**config.mk**
```make
export PLATFORM = sky130hd
export DESIGN_NAME = mc_ctrl
export DESIGN_NICKNAME = d
export VERILOG_FILES = /design/src/rtl/mc_pkg.sv /design/src/rtl/mc_decode.sv /design/src/rtl/mc_ctrl.sv
export SDC_FILE = /design/constraint.sdc
export NUM_CORES = 1
export LEC_CHECK = 0
export CAP_MARGIN = 20
export CORE_ASPECT_RATIO = 1.1
export CORE_MARGIN = 2
export CORE_UTILIZATION = 45
export CTS_CLUSTER_SIZE = 24
export DETAILED_ROUTE_END_ITERATION = 16
export GPL_TIMING_DRIVEN = 1
export PLACE_DENSITY_LB_ADDON = 0.25
export SLEW_MARGIN = 15
export SYNTH_ARGS = -nofsm -noshare
export SYNTH_HDL_FRONTEND = slang
export SYNTH_HIERARCHICAL = 1
export SYNTH_SLANG_ARGS = --single-unit
```
**constraint.sdc**
```tcl
create_clock -name clk -period 3.4 [get_ports clk]
set_input_delay 0.51 -clock clk [delete_from_list [all_inputs] [get_ports clk]]
set_output_delay 0.51 -clock clk [all_outputs]
set_load 0.1 [all_outputs]
```
**src/rtl/mc_pkg.sv**
```systemverilog
// mc_pkg: state, opcode/funct and control-field encodings shared by the controller and datapath
package mc_pkg;
  typedef enum logic [3:0] {
    S_FETCH  = 4'd0,
    S_DECODE = 4'd1,
    S_EXEC   = 4'd2,
    S_MEM    = 4'd3,
    S_WB     = 4'd4,
    S_ERR    = 4'd15
  } state_e;
  typedef enum logic [3:0] {C_BAD, C_ALU, C_LOAD, C_STORE, C_BEQ, C_BGTZ, C_J, C_JAL, C_JR} cls_e;
  localparam logic [5:0] OP_RTYPE = 6'b000000;
  localparam logic [5:0] OP_ORI   = 6'b001101;
  localparam logic [5:0] OP_LUI   = 6'b001111;
  localparam logic [5:0] OP_LW    = 6'b100011;
  localparam logic [5:0] OP_LB    = 6'b100000;
  localparam logic [5:0] OP_SW    = 6'b101011;
  localparam logic [5:0] OP_BEQ   = 6'b000100;
  localparam logic [5:0] OP_BGTZ  = 6'b000111;
  localparam logic [5:0] OP_J     = 6'b000010;
  localparam logic [5:0] OP_JAL   = 6'b000011;
  localparam logic [5:0] FN_ADDU  = 6'b100001;
  localparam logic [5:0] FN_SUBU  = 6'b100011;
  localparam logic [5:0] FN_JR    = 6'b001000;
  localparam logic [2:0] ALU_ADD  = 3'd0;
  localparam logic [2:0] ALU_SUB  = 3'd1;
  localparam logic [2:0] ALU_OR   = 3'd2;
  localparam logic [2:0] NPC_SEQ  = 3'd0;
  localparam logic [2:0] NPC_BR   = 3'd1;
  localparam logic [2:0] NPC_J    = 3'd2;
  localparam logic [2:0] NPC_JR   = 3'd3;
  localparam logic [2:0] M2R_ALU  = 3'd0;
  localparam logic [2:0] M2R_MEM  = 3'd1;
  localparam logic [2:0] M2R_LUI  = 3'd2;
  localparam logic [2:0] M2R_PC   = 3'd3;
  localparam logic [2:0] M2R_LB   = 3'd4;
  localparam logic [1:0] RD_RT    = 2'd0;
  localparam logic [1:0] RD_RD    = 2'd1;
  localparam logic [1:0] RD_RA    = 2'd2;
  typedef struct packed {
    cls_e       cls;
    logic       alu_src_b;
    logic [1:0] reg_dst;
    logic [2:0] alu_ctrl;
    logic [2:0] mem2reg;
  } ctl_t;
endpackage

```
**src/rtl/mc_decode.sv**
```systemverilog
// mc_decode: opcode/funct to instruction class and control fields; lb only with MC_CTRL_LB_EN
module mc_decode
  import mc_pkg::*;
(
  input  logic [5:0] opcode,
  input  logic [5:0] funct,
  output ctl_t       ctl
);
  always_comb begin
    ctl = '{cls: C_BAD, alu_src_b: 1'b0, reg_dst: RD_RT, alu_ctrl: ALU_ADD, mem2reg: M2R_ALU};
    case (opcode)
      OP_RTYPE: begin
        ctl.cls = funct == FN_ADDU || funct == FN_SUBU ? C_ALU : funct == FN_JR ? C_JR : C_BAD;
        ctl.reg_dst = RD_RD;
        ctl.alu_ctrl = funct == FN_SUBU ? ALU_SUB : ALU_ADD;
      end
      OP_ORI: begin
        ctl.cls = C_ALU;
        ctl.alu_ctrl = ALU_OR;
        ctl.alu_src_b = 1'b1;
      end
      OP_LUI: begin
        ctl.cls = C_ALU;
        ctl.mem2reg = M2R_LUI;
      end
      OP_LW: begin
        ctl.cls = C_LOAD;
        ctl.alu_src_b = 1'b1;
        ctl.mem2reg = M2R_MEM;
      end
`ifdef MC_CTRL_LB_EN
      OP_LB: begin
        ctl.cls = C_LOAD;
        ctl.alu_src_b = 1'b1;
        ctl.mem2reg = M2R_LB;
      end
`endif
      OP_SW: begin
        ctl.cls = C_STORE;
        ctl.alu_src_b = 1'b1;
      end
      OP_BEQ:  ctl.cls = C_BEQ;
      OP_BGTZ: ctl.cls = C_BGTZ;
      OP_J:    ctl.cls = C_J;
      OP_JAL: begin
        ctl.cls = C_JAL;
        ctl.reg_dst = RD_RA;
        ctl.mem2reg = M2R_PC;
      end
      default: ctl.cls = C_BAD;
    endcase
  end
endmodule

```
**src/rtl/mc_ctrl.sv**
```systemverilog
// mc_ctrl: multicycle FSM and memory wait/timeout counter; MC_CTRL_LB_EN enables lb decode
module mc_ctrl
  import mc_pkg::*;
#(
  parameter int MEM_TIMEOUT = 15
) (
  input  logic       clk,
  input  logic       reset,
  input  logic [5:0] opcode,
  input  logic [5:0] funct,
  input  logic       zero,
  input  logic       greater_zero,
  input  logic       mem_ready,
  output logic       ir_write,
  output logic       pc_write,
  output logic       reg_write,
  output logic       mem_read,
  output logic       mem_write,
  output logic       err,
  output logic       alu_src_b,
  output logic [1:0] reg_dst,
  output logic [2:0] alu_ctrl,
  output logic [2:0] mem2reg,
  output logic [2:0] npc_sel,
  output logic [3:0] state
);
  localparam int CW = $clog2(MEM_TIMEOUT + 1);
  state_e st, st_n;
  ctl_t ctl;
  logic [CW-1:0] cnt;
  logic wt, tmo, hold;
  mc_decode u_dec (.opcode(opcode), .funct(funct), .ctl(ctl));
  // FETCH and MEM always have an access in flight, so waiting is state-based
  assign wt = !reset && !mem_ready && (st == S_FETCH || st == S_MEM);
  assign tmo = wt && cnt == CW'(MEM_TIMEOUT - 1);
  always_ff @(posedge clk) begin
    st <= reset ? S_FETCH : st_n;
    cnt <= (reset || !wt || st_n != st) ? '0 : cnt + CW'(1);
  end
  always_comb begin
    st_n = st;
    ir_write = 1'b0;
    pc_write = 1'b0;
    reg_write = 1'b0;
    mem_read = 1'b0;
    mem_write = 1'b0;
    err = 1'b0;
    npc_sel = NPC_SEQ;
    hold = 1'b0;
    if (!reset)
      case (st)
        S_FETCH: begin
          mem_read = 1'b1;
          ir_write = mem_ready;
          st_n = tmo ? S_ERR : mem_ready ? S_DECODE : S_FETCH;
        end
        S_DECODE: st_n = ctl.cls == C_BAD ? S_ERR : S_EXEC;
        S_EXEC: begin
          hold = 1'b1;
          st_n = ctl.cls == C_ALU ? S_WB :
                 ctl.cls == C_LOAD || ctl.cls == C_STORE ? S_MEM :
                 ctl.cls == C_BAD ? S_ERR : S_FETCH;
          pc_write = st_n == S_FETCH;
          reg_write = ctl.cls == C_JAL;
          npc_sel = ctl.cls == C_BEQ ? (zero ? NPC_BR : NPC_SEQ) :
                    ctl.cls == C_BGTZ ? (greater_zero ? NPC_BR : NPC_SEQ) :
                    ctl.cls == C_J || ctl.cls == C_JAL ? NPC_J :
                    ctl.cls == C_JR ? NPC_JR : NPC_SEQ;
        end
        S_MEM: begin
          hold = 1'b1;
          mem_read = ctl.cls == C_LOAD;
          mem_write = ctl.cls == C_STORE;
          pc_write = mem_ready && ctl.cls == C_STORE;
          st_n = tmo ? S_ERR : !mem_ready ? S_MEM : ctl.cls == C_LOAD ? S_WB : S_FETCH;
        end
        S_WB: begin
          hold = 1'b1;
          reg_write = 1'b1;
          pc_write = 1'b1;
          st_n = S_FETCH;
        end
        S_ERR: err = 1'b1;
        default: st_n = S_ERR;
      endcase
  end
  assign state = st;
  assign alu_src_b = hold & ctl.alu_src_b;
  assign reg_dst = hold ? ctl.reg_dst : RD_RT;
  assign alu_ctrl = hold ? ctl.alu_ctrl : ALU_ADD;
  assign mem2reg = hold ? ctl.mem2reg : M2R_ALU;
endmodule

```
[Word level (Yosys, flattened, before mapping)]
Index checks and enable logic that the tools add are counted.
Word-level totals
  bits in latches: 0
  memories kept: 0
  bits in writable memories: 0
  register bits: 8
  bits in read-only memories: 0
  output and inout bits: 22
  input bits: 17
Cells by class
  order comparisons: 0
  bitwise operators: 1
  add/sub/neg operators: 1
  equality and inequality tests: 26
  multipliers: 0
  shift operators: 0
  multiplexer cells: 44
  reduce and logical (&&, ||, !) cells: 20
  divide/modulo/power cells: 0
Operator list (number)
  $mux 4: 9
  $pmux 4 s8: 1
  $eq 6x6->1 const B: 4
  $pmux 4 s6: 1
  $eq 4x3->1 const B: 5
  $eq 6x4->1 const B: 3
  $eq 4x2->1 const B: 4
  $mux 1: 16
  $mux 2: 7
  $eq 4x4->1 const B: 3
  $eq 6x2->1 const B: 2
  $eq 6x3->1 const B: 2
  $logic_not 4->1: 3
  $mux 3: 4
  $eq 4x1->1 const B: 2
  $logic_not 6->1: 1
  $logic_or 1x1->1: 6
  $pmux 2 s3: 1
  $pmux 3 s2: 1
  $reduce_or 3->1: 2
  $add 4x1->4 const B: 1
  $logic_and 1x1->1: 4
  $ne 4x4->1: 1
  $pmux 1 s2: 2
  5 further kinds: 7

[Logic depth before layout (Yosys ltp)]
Gate-level depths: netlist of the first run.
  depth after elaboration: 12
  mapped depth: 8
  depth with buffers taken out: 7

[By module]
The synthesis of the first run kept the hierarchy.
By module, submodules not included
  mc_ctrl: instances 1, area each 680.7 um^2, sequential area each 160.2 um^2, cells each 94
  mc_decode: instances 1, area each 241.5 um^2, sequential area each 0.0 um^2, cells each 36

[Least setup slack after synthesis of the first run]
OpenSTA, ideal clock, no wires.
  path type: input-to-output
  start: input port opcode[1]
  end: output port npc_sel[0]
  setup slack: -3412 ps
  arrival time: 6302 ps
  buffers on the path: 2
  cell stages on the path: 7
  cells stage by stage: buf_4 -> or3b_1 -> o211a_1 -> o21ai_1 -> clkbuf_1 -> nor2_1 -> a2111oi_0
RTL lines
  start: declaration: RTL line mc_ctrl.sv:9  | input logic [5:0] opcode,
  end: declaration: RTL line mc_ctrl.sv:24  | output logic [2:0] npc_sel,

==> impl_metrics.tcl, run 1 <==
set metrics [dict create \
    slew_violations 0 \
    slowest_delay_ps 560 \
    worst_slew_pin_slew_ps 994 \
    synthTopCellsByCount "17 x nor2_1, 10 x and2_1, 8 x dfxtp_1, 8 x nand2_1" \
    crit_type "in -> out" \
    cts_sinks 8 \
    io_pins 39 \
    cp.arrival_ps 2840 \
    crit_path_start_kind "input port" \
    core_um2 1980 \
    synth_top_area_cell "dfxtp_1" \
    hold_viol 0 \
    grt_max_degree 12 \
    n_fill_cell 143 \
    syn_inst 130 \
    grt_use_total 0.245 \
    cts_tree "built" \
    antennaDiodeCount 0 \
    ys_seq_elements 8 \
    drive_gt1_frac 0.292 \
    die_w_um 47.2 \
    setup_ws_ps 52.9 \
    fmax_ghz 0.299 \
    cp_common_cell "or4_4" \
    cap_violations 0 \
    cts_buffer_depth 2 \
    ant_nets 0 \
    status "finished, final reports clean" \
    rows 17 \
    vias_per_cell 5.66 \
    drt_iter0_drc 27 \
    layout_min_cycle_time_ps 3350 \
    cellPowerDensity_nw_per_um2 511 \
    relSlewSlack 0.342 \
    clk_latency_ps 260 \
    async_flop_share 0 \
    syn_area_per_cell_um2 7.09 \
    dp_slack_ps 20.6 \
    synth.top_cell.area_share 0.174 \
    initial_core_util 0.466 \
    crit_slowest_cell "clkdlybuf4s50_1" \
    holdCritPathClass "reg -> reg" \
    die_y_um 51.5 \
    skew_ps 3.47 \
    setup_violations 0 \
    cts-root-buf "clkbuf_4" \
    synth_area_leaders "dfxtp_1 17%, nor2_1 6.9%, and2_1 6.8%" \
    globalplace.congestion 0.846 \
    wl_um 2940 \
    cts_buffers 3 \
    yosysMostFrequentCell "nor2_1" \
    vias 1127 \
    area_delta_synth_final_pct 66.5 \
    yosys_warnings 6 \
    synth-main-ff-cell "dfxtp_1" \
    nNetsFinal 192 \
    critical_path.max_fanout 6 \
    first_pass_iters 4 \
    multi_input_area_um2 742 \
    endpoint_kind "primary output" \
    clkTransAtPathRegs_ps 50 \
    netlist_area_um2 922 \
    final-seq-area_um2 160 \
    port_buffers 35 \
    hold-worst-slack_ps 468 \
    synth_cell_types 47 \
    dp_hpwl_um 2170 \
    post_cts_buffers 0 \
    htreeDepth 1 \
    die-area_um2 2430 \
    p_leak_nw 0.583 \
    grt_pass1_wl_um 4410 \
    grt_pass1_vias 1046 \
    crit_chain "clkdlybuf4s50_1, nor3_1, and2_1, and3_1, or4_4, or4_4, a21oi_2, buf_12" \
    antenna_found_initial 0 \
    ys_seq_area_frac 0.174 \
    ir_worst_vdd_mv 0.278 \
    overflow 0 \
    routedWlPerCell_um 14.8 \
    fin_crit_sh 0.984 \
    drcViolationCount 0 \
    critPathRequiredTime_ps 2890 \
    synth-edff-count 0 \
]
==> layout make-up <==
cell class | instances | area share
clock buffers | 3 | 0.0147
inverters | 4 | 0.00978
repair buffers | 47 | 0.365
multi-input cells | 109 | 0.483
well taps | 28 | 0.0228
flip-flops and latches | 8 | 0.104
==> path summary, 6_finish.rpt <==
check / startpoint / endpoint / slack [ps] / cells past startpoint
worst min register to register: cnt[0]$_SDFF_PP0_ / cnt[0]$_SDFF_PP0_ / 470 / 1
worst max register to register: state[3]$_SDFF_PP0_ / state[2]$_SDFF_PP0_ / 1560 / 4
worst max-delay path: opcode[0] / mem_read / 50 / 8
worst min-delay path: cnt[0]$_SDFF_PP0_ / cnt[0]$_SDFF_PP0_ / 470 / 1
==> per-layer routing <==
layer | wire [um] | vias to the layer above | GRT usage | share of wire
li1 | - | 546 | - | -
met1 | 1150 | 529 | 0.289 | 0.39
met2 | 1590 | 47 | 0.422 | 0.54
met3 | 164 | 5 | 0.0389 | 0.056
met4 | 42 | 0 | 0.0972 | 0.014
met5 | 0 | - | 0 | 0
==> flip-flops by register name (all words and copies together) (netlist names) <==
| name | cells |
|---|---|
| cnt | 4 |
| state | 4 |
==> critical path, delay by kind of cell <==
family / cells / cell delay [ps]
AO/OA/AOI/OAI: 1 / 200
buffers and inverters: 2 / 760
AND/OR/NAND/NOR: 5 / 1380
==> cell usage in the layout, fill, tap and decap left out, types with 4 or more instances in the layout <==
master and count:
buf_12 13, nor2_1 16, and2_1 10, dfxtp_1 8
nor3_1 5, inv_1 4, nand2_1 8, a21oi_1 6
nor2b_1 7, nand3_1 4, buf_4 17, clkdlybuf4s50_1 16
==> where the power goes <==
group          total (mW)  internal, mW  switching, mW
logic               0.545         0.172          0.373
registers           0.167         0.116         0.0512
clock network      0.0729        0.0404         0.0325
==> through the flow <==
| stage | cell area (um^2) | power (mW) | util | std cells | TNS [ps] |
|---|---|---|---|---|---|
| after floorplan | 975 | 0.579 | - | 131 | -65.7 |
| after global placement | 1510 | 0.699 | 0.762 | 196 | 0 |
| after detailed placement | 1510 | 0.707 | 0.762 | 196 | 0 |
| after CTS | 1530 | 0.784 | 0.773 | 199 | 0 |
| after global routing | 1540 | 0.823 | 0.776 | 199 | -8.47 |
| final | 1540 | 0.785 | 0.776 | 199 | 0 |
==> kinds of logic (layout without fill, tap and decap cells) <==
kind of cell,after synthesis,after routing,share of synthesized area
buffers and inverters,14,54,0.0895
AO/OA/AOI/OAI,23,23,0.182
XOR/XNOR,3,3,0.0285
other,2,3,0.00814
adder cells (fa/ha/maj),2,2,0.0271
flip-flops,8,8,0.174
AND/OR/NAND/NOR,78,78,0.491
==> timing repair <==
action	CTS	global route
setup endpoints to repair	0	4
hold buffers	0	0
resized for setup	0	2
No activity file was read; power rests on OpenSTA's default activity.
==> run 2, diff against run 1 <==
--- a/config.mk
+++ b/config.mk
@@ -5,10 +5,11 @@
 export SDC_FILE = /design/constraint.sdc
 export NUM_CORES = 1
 export LEC_CHECK = 0
+export ABC_CLOCK_PERIOD_IN_PS = 3650
 export CAP_MARGIN = 20
 export CORE_ASPECT_RATIO = 1.1
 export CORE_MARGIN = 2
-export CORE_UTILIZATION = 45
+export CORE_UTILIZATION = 42
 export CTS_CLUSTER_SIZE = 24
 export DETAILED_ROUTE_END_ITERATION = 16
 export GPL_TIMING_DRIVEN = 1
==> constraint.sdc (replaced) <==
create_clock -name clk -period 3.65 [get_ports clk]
set_input_delay 0.5475 -clock clk [delete_from_list [all_inputs] [get_ports clk]]
set_output_delay 0.5475 -clock clk [all_outputs]
set_load 0.1 [all_outputs]
==> impl_metrics.tcl, run 2 (synthesis gave the netlist of run 1 again) <==
set metrics [dict create \
    status "finished, final reports clean" \
    grt_pass1_vias 1076 \
    drcViolationCount 0 \
    die_w_um 48.7 \
    vias_per_cell 5.64 \
    first_pass_iters 4 \
    fin_crit_sh 0.957 \
    die-area_um2 2590 \
    routedWlPerCell_um 13.6 \
    placed_area_um2 1470 \
    p_switching_uw 418 \
    wl_um 2650 \
    relSlewSlack 0.354 \
    drt_iter0_drc 20 \
    cts_buffers 3 \
    use_met3 0.0508 \
    met1_usage 0.225 \
    drive_gt1_frac 0.246 \
    nNetsFinal 188 \
    cts_tree "built" \
    crit_type "in -> out" \
    vias 1100 \
    die_y_um 53.1 \
    cap_violations 0 \
    dp_slack_ps 166 \
    setup_violations 0 \
    cts-root-buf "clkbuf_4" \
    sequentialPowerShare 0.209 \
    cts_resized 0 \
    cp.arrival_ps 2940 \
    antenna_found_initial 0 \
    busiest_layer "met2" \
    hold_viol 0 \
    skew_ps 10.5 \
    critPathRequiredTime_ps 3100 \
    port_buffers 35 \
    ir_worst_vdd_mv 0.354 \
    rows 17 \
    crit_path_start_kind "input port" \
    tns_ps 0 \
    post_cts_buffers 0 \
    clkTransAtPathRegs_ps 50 \
    dp_hpwl_um 2110 \
    fin_util 0.732 \
    p_leak_nw 0.547 \
    grt_pass1_wl_um 4530 \
    cts_buffer_depth 2 \
    overflow 0 \
    htreeDepth 1 \
    grt_max_degree 12 \
    worst_slew_pin_slew_ps 967 \
    p_int_uw 307 \
    p_comb_frac 0.695 \
    endpoint_kind "primary output" \
    fmax_ghz 0.286 \
    io_pins 39 \
    final_common_cell "clkdlybuf4s50_1" \
    p_clk_frac 0.097 \
    layout_common_cells "20 x clkdlybuf4s50_1, 17 x nor2_1, 13 x buf_12, 10 x and2_1, 10 x buf_4" \
    clk_latency_ps 260 \
    final_cell_area_um2 1500 \
    ff2ff_setup_slack_ps 1810 \
    globalplace.congestion 0.856 \
    rsz0062_at_grt "no" \
    antennaDiodeCount 0 \
    cts_hold_buf 0 \
    slew_violations 0 \
    n_fill_cell 176 \
    layout_min_cycle_time_ps 3490 \
    critical_path.max_fanout 8 \
    cts_sinks 8 \
    core_um2 2040 \
    initial_core_util 0.452 \
    setup_ws_ps 158 \
    holdCritPathClass "reg -> reg" \
    grt_use_total 0.224 \
    switching_share 0.577 \
    cellPowerDensity_nw_per_um2 485 \
    grtUsageMet2 0.443 \
    ant_nets 0 \
    area_delta_synth_final_pct 62.1 \
    p_total_uw 725 \
]
==> run 2: layer usage <==
layer  wire length, um  part of all wire
met2              1400              0.53
met1              1020              0.39
met5                 0                 0
met4                56             0.021
met3               166             0.063
==> run 2: layout make-up <==
class / instances / area (um^2) / area share
multi-input combinational: 109 / 727 / 0.486
tap: 28 / 35.0 / 0.0234
clock buffer: 3 / 22.5 / 0.0151
sequential: 8 / 160 / 0.107
timing repair buffer: 43 / 536 / 0.358
inverter: 4 / 15.0 / 0.0100
==> run 2: worst paths after layout <==
path / start / to / cells after the start
worst max-delay path: opcode[1] / mem_read / 8
worst min-delay path: cnt[0]$_SDFF_PP0_ / cnt[0]$_SDFF_PP0_ / 1
worst max register to register: state[2]$_SDFF_PP0_ / state[2]$_SDFF_PP0_ / 4
worst min register to register: cnt[0]$_SDFF_PP0_ / cnt[0]$_SDFF_PP0_ / 1
==> run 2: power by group through the flow <==
stage               combinational [mW]  clock (mW)  sequential, mW
floorplan                        0.287           0           0.247
global placement                 0.495           0           0.151
detailed placement               0.502           0           0.152
CTS                              0.503      0.0721           0.150
global route                     0.530      0.0741           0.156
finish                           0.504      0.0701           0.151
==> run 2: critical path: stages <==
cell,delay (ps)
clkdlybuf4s50_1,620
nor3_1,120
and2_1,160
and3_1,190
or4_4,490
or4_4,430
a21oi_2,190
buf_12,200
==> run 2: metrics by stage <==
stage / cells / hold WS [ps]
detailed placement: 192 / 459
finish: 195 / 479
CTS: 195 / 479
floorplan: 131 / 430
global route: 195 / 505
global placement: 192 / 442
==> run 3, diff against run 2 <==
--- a/config.mk
+++ b/config.mk
@@ -7,13 +7,12 @@
 export LEC_CHECK = 0
 export ABC_CLOCK_PERIOD_IN_PS = 3650
 export CAP_MARGIN = 20
-export CORE_ASPECT_RATIO = 1.1
 export CORE_MARGIN = 2
 export CORE_UTILIZATION = 42
 export CTS_CLUSTER_SIZE = 24
 export DETAILED_ROUTE_END_ITERATION = 16
 export GPL_TIMING_DRIVEN = 1
-export PLACE_DENSITY_LB_ADDON = 0.25
+export PLACE_DENSITY = 0.85
 export SLEW_MARGIN = 15
 export SYNTH_ARGS = -nofsm -noshare
 export SYNTH_HDL_FRONTEND = slang
==> impl_metrics.tcl, run 3 (synthesis gave the netlist of run 1 again) <==
set metrics [dict create \
    p_int_uw 306 \
    switching_share 0.580 \
    p_leak_nw 0.543 \
    worst-path-stages 8 \
    cellPowerDensity_nw_per_um2 488 \
    p_comb_frac 0.699 \
    crit_chain "clkdlybuf4s50_1, nor3_1, and2_1, and3_1, or4_4, or4_4, a21oi_2, buf_12" \
    final_common_cell "clkdlybuf4s50_1" \
    fin_util 0.738 \
    cts-root-buf "clkbuf_4" \
    clk_latency_ps 260 \
    cts_hold_buf 0 \
    hp-start "cnt[0]$_SDFF_PP0_" \
    rows 16 \
    area_delta_synth_final_pct 61.9 \
    status "finished, final reports clean" \
    cp.arrival_ps 2920 \
    critPathRequiredTime_ps 3100 \
    grt_use_total 0.246 \
    tns_ps 0 \
    fmax_ghz 0.289 \
    slew_violations 0 \
    drive_gt1_frac 0.247 \
    crit_path_start_kind "input port" \
    hold_viol 0 \
    cts_tree "built" \
    initial_core_util 0.456 \
    final_cell_area_um2 1490 \
    n_fill_cell 141 \
    fin_crit_sh 0.949 \
    placed_area_um2 1460 \
    r2r_start "state[2]$_SDFF_PP0_" \
    grt_max_degree 12 \
    first_pass_iters 4 \
    worst_slew_pin_slew_ps 959 \
    critical_path.max_fanout 8 \
    drcViolationCount 0 \
    vias 1113 \
    p_switching_uw 423 \
    sequentialPowerShare 0.209 \
    cap_violations 0 \
    p_clk_frac 0.092 \
    grt_pass1_vias 1098 \
    cp_common_cell "or4_4" \
    htreeDepth 1 \
    grt_pass1_wl_um 4900 \
    reg2reg_depth 4 \
    overflow 0 \
    cts_buffers 3 \
    globalplace.congestion 0.862 \
    drt_iter0_drc 41 \
    worst-path-buf-inv 2 \
    slowest_delay_ps 630 \
    dp_slack_ps 50.0 \
    use_met3 0.0439 \
    ant_nets 0 \
    critical_path.top_delay_family "simple AND/OR/NAND/NOR gates" \
    dp_hpwl_um 2270 \
    antennaDiodeCount 0 \
    skew_ps 2.31 \
    rsz0062_at_grt "no" \
    nNetsFinal 187 \
    vias_per_cell 5.77 \
    die_w_um 50.9 \
    critPathLaunch "opcode[3]" \
    holdCritPathClass "reg -> reg" \
    die-area_um2 2590 \
    cts_buffer_depth 2 \
    routedWlPerCell_um 14.8 \
    layout_common_cells "20 x clkdlybuf4s50_1, 17 x nor2_1, 13 x buf_12, 10 x and2_1, 9 x buf_4" \
    met1_usage 0.294 \
    busiest_layer "met2" \
    core_um2 2020 \
    grtUsageMet2 0.430 \
    setup_violations 0 \
    dp_cells 190 \
    io_pins 39 \
    wl_um 2860 \
    layout_min_cycle_time_ps 3460 \
    setup_ws_ps 186 \
    die_y_um 50.9 \
    ir_worst_vdd_mv 0.446 \
    clkTransAtPathRegs_ps 50 \
    port_buffers 35 \
    crit_type "in -> out" \
    antenna_found_initial 0 \
    relSlewSlack 0.359 \
    worstHoldPathCells 1 \
    fin_cells 193 \
    cts_sinks 8 \
    crit_slowest_cell "clkdlybuf4s50_1" \
    endpoint_kind "primary output" \
]
run 3: area by class of cell:
type / instances / area, um^2 / share of cell area
multi-input combinational: 109 / 733 / 0.491
timing repair buffer: 42 / 528 / 0.354
sequential: 8 / 160 / 0.107
tap: 27 / 33.8 / 0.0226
clock buffer: 3 / 22.5 / 0.0151
inverter: 4 / 15.0 / 0.0101
run 3: what timing repair did:
| action | in CTS | in global routing |
|---|---|---|
| endpoints found under the setup margin | 0 | 4 |
| gates resized for setup | 0 | 1 |
| buffers inserted | 0 | 0 |
| hold endpoints to repair | 0 | 0 |
run 3: metal layers:
layer,vias to the layer above,share of wire
li1,537,-
met1,518,0.40
met2,51,0.52
met3,7,0.066
met4,0,0.021
met5,-,0
run 3: power by group through the flow:
| stage | Clock [mW] | Combinational (mW) | Sequential, mW |
|---|---|---|---|
| after floorplan | 0 | 0.287 | 0.247 |
| final | 0.0672 | 0.509 | 0.152 |
| after global placement | 0 | 0.489 | 0.148 |
| after CTS | 0.0683 | 0.507 | 0.150 |
| after detailed placement | 0 | 0.503 | 0.152 |
| after global routing | 0.0709 | 0.535 | 0.158 |
run 3: stage by stage:
stage | hold slack [ps] | power [mW]
floorplan | 430 | 0.534
global placement | 442 | 0.638
detailed placement | 486 | 0.655
CTS | 497 | 0.726
global route | 502 | 0.764
finish | 491 | 0.729
run 3: path summary, 6_finish.rpt:
check                           slack [ps]             endpoint
worst max-delay path                   190             mem_read
worst min-delay path                   490    cnt[0]$_SDFF_PP0_
worst max register to register        1790  state[2]$_SDFF_PP0_
worst min register to register         490    cnt[0]$_SDFF_PP0_
